[src/rtl/median_frame_sequencer.sv]
// Round-robin frame arbiter sharing one median_filter between two pixel sources.
// Optional watchdog abort: define MEDIAN_FRAME_SEQUENCER_TIMEOUT_EN.
//
// state  | meaning
// IDLE   | no grant; arbitrate pending requests
// START  | one-cycle filter start pulse; clear pixel count and done_seen
// STREAM | forward the granted source's pixels until a full frame is accepted
// DRAIN  | frame sent; wait for filter done, then release the grant
module median_frame_sequencer #(
  parameter int IMAGE_LEN      = 1080,
  parameter int IMAGE_HEIGHT   = 720,
  parameter int PIXEL_W        = 8,
  parameter int TIMEOUT_CYCLES = 65535
) (
  input  logic                     clk,
  input  logic                     rst,
  input  logic [1:0]               req_i,
  input  logic [1:0]               pix_valid_i,
  input  logic [2*3*PIXEL_W-1:0]   pix_data_i,
  output logic [1:0]               gnt_o,
  output logic                     flt_start_o,
  output logic                     flt_valid_o,
  output logic [3*PIXEL_W-1:0]     flt_pixel_o,
  input  logic                     flt_done_i,
  output logic [1:0]               frame_done_o,
  output logic                     busy_o,
  output logic                     err_o
);

  localparam int NPIX = IMAGE_LEN * IMAGE_HEIGHT;
  localparam int CW   = $clog2(NPIX + 1);
  localparam int PW   = 3 * PIXEL_W;

  typedef enum logic [1:0] {S_IDLE, S_START, S_STREAM, S_DRAIN} state_t;

  state_t          r_state, w_next;
  logic [1:0]      r_gnt;
  logic            r_last;
  logic [CW-1:0]   r_cnt;
  logic            r_done_seen;
  logic            r_flt_valid;
  logic [PW-1:0]   r_flt_pixel;
  logic [1:0]      r_frame_done;

  logic            w_src;
  logic [PW-1:0]   w_pix;
  logic            w_accept;
  logic            w_last_pix;
  logic            w_release;
  logic            w_pick;
  logic            w_timeout;

  assign w_src      = r_gnt[1];
  assign w_pix      = w_src ? pix_data_i[PW +: PW] : pix_data_i[0 +: PW];
  assign w_accept   = (r_state == S_STREAM) && pix_valid_i[w_src];
  assign w_last_pix = w_accept && (r_cnt == CW'(NPIX - 1));
  assign w_release  = (r_state == S_DRAIN) && (r_done_seen || flt_done_i);
  // On a tie the source that did not own the previous frame wins.
  assign w_pick     = (req_i == 2'b11) ? ~r_last : req_i[1];

  always_ff @(posedge clk) begin
    if (rst) r_state <= S_IDLE;
    else     r_state <= w_next;
  end

  always_comb begin
    w_next = r_state;
    case (r_state)
      S_IDLE:   if (|req_i) w_next = S_START;
      S_START:  w_next = S_STREAM;
      S_STREAM: if (w_last_pix) w_next = S_DRAIN;
      S_DRAIN:  if (w_release) w_next = S_IDLE;
      default:  w_next = S_IDLE;
    endcase
    if (w_timeout) w_next = S_IDLE;
  end

  always_ff @(posedge clk) begin
    if (rst) begin
      r_gnt        <= 2'b00;
      r_last       <= 1'b1;
      r_cnt        <= '0;
      r_done_seen  <= 1'b0;
      r_flt_valid  <= 1'b0;
      r_flt_pixel  <= '0;
      r_frame_done <= 2'b00;
    end else begin
      r_flt_valid  <= 1'b0;
      r_frame_done <= 2'b00;
      case (r_state)
        S_IDLE:            if (|req_i) r_gnt <= w_pick ? 2'b10 : 2'b01;
        S_START: begin
          r_cnt       <= '0;
          r_done_seen <= flt_done_i;
        end
        S_STREAM, S_DRAIN: r_done_seen <= r_done_seen | flt_done_i;
        default: ;
      endcase
      if (w_accept) begin
        r_flt_valid <= 1'b1;
        r_flt_pixel <= w_pix;
        r_cnt       <= r_cnt + CW'(1);
      end
      if (w_release) begin
        r_frame_done <= r_gnt;
        r_last       <= w_src;
        r_gnt        <= 2'b00;
      end
      if (w_timeout) begin
        r_last <= w_src;
        r_gnt  <= 2'b00;
      end
    end
  end

`ifdef MEDIAN_FRAME_SEQUENCER_TIMEOUT_EN
  localparam int TW = $clog2(TIMEOUT_CYCLES + 1);

  logic [TW-1:0] r_wdog;
  logic          r_err;
  logic          w_wdog_run;

  assign w_wdog_run = (r_state == S_STREAM) || (r_state == S_DRAIN);
  assign w_timeout  = w_wdog_run && !w_accept && !flt_done_i && !w_release &&
                      (r_wdog == TW'(TIMEOUT_CYCLES - 1));

  // Counts only stalled cycles; any pixel or filter done restarts the window.
  always_ff @(posedge clk) begin
    if (rst || !w_wdog_run || w_accept || flt_done_i) r_wdog <= '0;
    else                                               r_wdog <= r_wdog + TW'(1);
  end

  always_ff @(posedge clk) begin
    if (rst) r_err <= 1'b0;
    else     r_err <= w_timeout;
  end

  assign err_o = r_err;
`else
  logic w_unused_timeout;
  assign w_unused_timeout = (TIMEOUT_CYCLES != 0);
  assign w_timeout        = 1'b0;
  assign err_o            = 1'b0;
`endif

  assign gnt_o        = r_gnt;
  assign flt_start_o  = (r_state == S_START);
  assign flt_valid_o  = r_flt_valid;
  assign flt_pixel_o  = r_flt_pixel;
  assign frame_done_o = r_frame_done;
  assign busy_o       = (r_state != S_IDLE);

endmodule

[config.mk]
export PLATFORM = sky130hd
export DESIGN_NAME = median_frame_sequencer
export DESIGN_NICKNAME = d
export VERILOG_FILES = /design/src/rtl/median_frame_sequencer.sv
export SDC_FILE = /design/constraint.sdc
export NUM_CORES = 1
export LEC_CHECK = 0
export ABC_CLOCK_PERIOD_IN_PS = 2400
export CORE_AREA = 2 2 97 99
export DETAILED_ROUTE_END_ITERATION = 7
export DIE_AREA = 0 0 99 101
export HOLD_SLACK_MARGIN = 0.08
export PLACE_DENSITY = 0.67
export SLEW_MARGIN = 25
export SYNTH_ARGS = -nofsm -noshare
export SYNTH_HDL_FRONTEND = slang
export SYNTH_SLANG_ARGS = --single-unit
[constraint.sdc]
create_clock -name clk -period 2.4 [get_ports clk]
set_input_delay 0.48 -clock clk [delete_from_list [all_inputs] [get_ports clk]]
set_output_delay 0.48 -clock clk [all_outputs]
set_load 0.05 [all_outputs]
==> out/metrics.yaml <==
power_and_ir_drop:
  p_int_w: 0.001661
  power_density_nw_per_um2: 756.6
  ir_drop_uv: 301.7
  pwr-share-seq: 0.377
  switching_share: 0.4025
  switching_power_w: 0.001119
  combPwrFrac: 0.442
  pwr-share-clk: 0.182
  leakage_nw: 1.240
critical_path:
  crit_slowest_cell: "ha_1"
  cp-end-kind: "flop"
  crit_required_ns: 2.61
  cp_max_fo: 44
  slowest_delay_ns: 0.40
  crit_top_cell: "inv_1"
  critPathKind: "flop to flop"
  rr_worst_depth: 7
  cp_cell_sequence: "inv_1, ha_1, inv_1, nor2_4, buf_12, nor2_1, a211oi_1"
  r2r_slack_ns: 0.24
  critPathArrivalTime_ns: 2.38
  start_kind: "flop"
clock_network:
  cts_tree: "yes"
  clock_path_buffers: 2
  clock_tree.root_cell: "clkbuf_8"
  htree_levels: 2
  post_cts_resize_count: 0
  worstSkewPairLatency_ns: 0.31
  cts_setup_buffers: 0
  hold_buffers: 0
  cts_made_buffers: 5
  numClockSinks: 53
  clk_pin_slew_ns: 0.10
sta:
  final.min_clock_period_ns: 2.164
  fin_tns_setup_ns: 0
  skew_ns: 0.01262
  rsz0062_at_grt: "false"
  slew_violations: 0
  post-route-period-util: 0.9018
  relSlewSlack: 0.5093
  worstMarginPinSlew_ns: 0.7361
  fmax_mhz: 462.1
  setup_viol: 0
  finalWorstSetupSlack_ns: 0.2358
  hold_viol: 0
global_routing:
  grt_pass1_wl_um: 10030
  grt_pass1_vias: 2190
  grt_overflow: 0
  antenna_found_initial: 0
  grt_use_total: 0.1212
  grt_max_degree: 45
place:
  detailed_place_hpwl_um: 4801
  preCtsSetupSlack_ns: 0.1447
  portBuffers: 85
  place_inst: 476
  gp_congestion: 0.8274
routing:
  wire_per_inst_um: 13.05
  firstDrtPassIters: 4
  drt_iter0_markers: 79
  drt_wl_total_um: 6317
  drc: 0
  detail-route-antenna-nets: 0
  via_count: 2393
  viasPerCell: 4.944
worst_hold_path:
  hold_depth: 2
  holdCritPathClass: "flop to flop"
synthesis:
  synth_flop_cell: "dfxtp_1"
  yosys.area.top_type: "dfxtp_1"
  synthesis.nets: 354
  synthCells: 293
  synth-edff-count: 0
  async_flop_share: 0
  yosysSeqAreaShare: 0.4009
  yosysMostFrequentCell: "dfxtp_1"
  yosys-top-cells-area: "dfxtp_1 40%, mux2i_1 9.8%, a211oi_1 7.1%, nor2_1 5.7%, a21oi_1 3.2%"
  synth.top_cells.by_count: "53 x dfxtp_1, 40 x nor2_1, 26 x mux2i_1"
  synth-seq-cells: 53
  ys_warn_count: 0
  synth.top_cell.area_share: 0.4009
  avgSynthCellArea_um2: 9.032
  synth_cell_type_count: 49
  syn_area_um2: 2646
floorplan:
  io_pins: 87
  initial_core_util: 0.2948
  die_h_um: 101
  die_w_um: 99
  die-area_um2: 9999
  rows: 35
  core_area_um2: 8977
finish:
  register_area_um2: 1062
  fin_cells: 484
  nets: 433
  fillers: 875
  drive_gt1_frac: 0.08579
  antennaDiodeCount: 0
  area_delta_synth_final_pct: 38.82
  multiInputGateArea_um2: 1459
status:
  outcome: "completed"
run:
  maxCapViolations: 0
power by group through the flow:
stage	sequential [W]	combinational [W]	clock, W
floorplan	0.00132	0.000588	0
global placement	0.00106	0.00123	0
detailed placement	0.00107	0.00124	0
CTS	0.00105	0.00124	0.000533
global route	0.00106	0.00132	0.000568
finish	0.00105	0.00123	0.000506
layer usage:
layer	vias to the layer above	track usage	share of wire
li1	1231	-	-
met1	1105	0.1504	0.45
met2	53	0.2136	0.50
met3	4	0.02774	0.051
met4	0	0.02845	0.0066
met5	-	0	0
cell type report:
cell class | instances | share of cell area
multi-input cells | 214 | 0.3971
flip-flops and latches | 53 | 0.2892
repair buffers | 89 | 0.2432
well taps | 111 | 0.03781
clock buffers | 6 | 0.01975
inverters | 9 | 0.009196
clock inverters | 2 | 0.003747
critical path, delay by kind of cell, from the launching register on:
family / cells / cell delay (ns)
adder cells (fa/ha/maj): 1 / 0.40
buffers and inverters: 3 / 0.62
AND/OR/NAND/NOR: 2 / 0.42
flip-flops: 1 / 0.35
AO/OA/AOI/OAI: 1 / 0.25
cell families after synthesis:
family | Yosys count | share of synthesized area
buf+inv | 26 | 0.04964
simple gates | 111 | 0.2255
other cells | 1 | 0.001417
fa+ha+maj | 6 | 0.02837
flops | 53 | 0.4009
compound gates | 59 | 0.1494
xor+xnor | 3 | 0.009931
mux | 34 | 0.1347
registers in the layout, summed over array words and instances (netlist names):
signal / count
flt_pixel_o: 24
flt_valid_o: 1
frame_done_o: 2
gnt_o: 2
r_cnt: 20
r_done_seen: 1
r_last: 1
r_state: 2
per-stage QoR:
step | total power, W | hold slack (ns) | utilization | instance area, um^2
after floorplan | 0.001909 | 0.4555 | - | 2646
after global placement | 0.002290 | 0.4735 | 0.3996 | 3587
after detailed placement | 0.002309 | 0.4877 | 0.3996 | 3587
after CTS | 0.002824 | 0.5040 | 0.4092 | 3674
after global routing | 0.002956 | 0.5236 | 0.4092 | 3674
final | 0.002779 | 0.5010 | 0.4092 | 3674
layout by cell type (no fill, tap or decap), types with 6 or more instances in the layout:
master and n:
clkdlybuf4s50_1 81, mux2_2 6, nand2_1 13, inv_1 9, nor3_1 6, nor2_1 40, mux2i_1 26, dfxtp_1 52
ha_1 6, a21oi_1 17, a211oi_1 25, nor3b_1 7, nand3_1 7
final timing paths:
path,startpoint,end
worst min-delay path,flt_pixel_o[23]$_SDFFE_PP0P_,flt_pixel_o[23]$_SDFFE_PP0P_
worst max register to register,r_state[0]$_SDFFE_PP0P_,flt_pixel_o[18]$_SDFFE_PP0P_
worst min register to register,flt_pixel_o[23]$_SDFFE_PP0P_,flt_pixel_o[23]$_SDFFE_PP0P_
worst max-delay path,r_state[0]$_SDFFE_PP0P_,flt_pixel_o[18]$_SDFFE_PP0P_
Note: power is estimated with default switching activity, not from simulation.
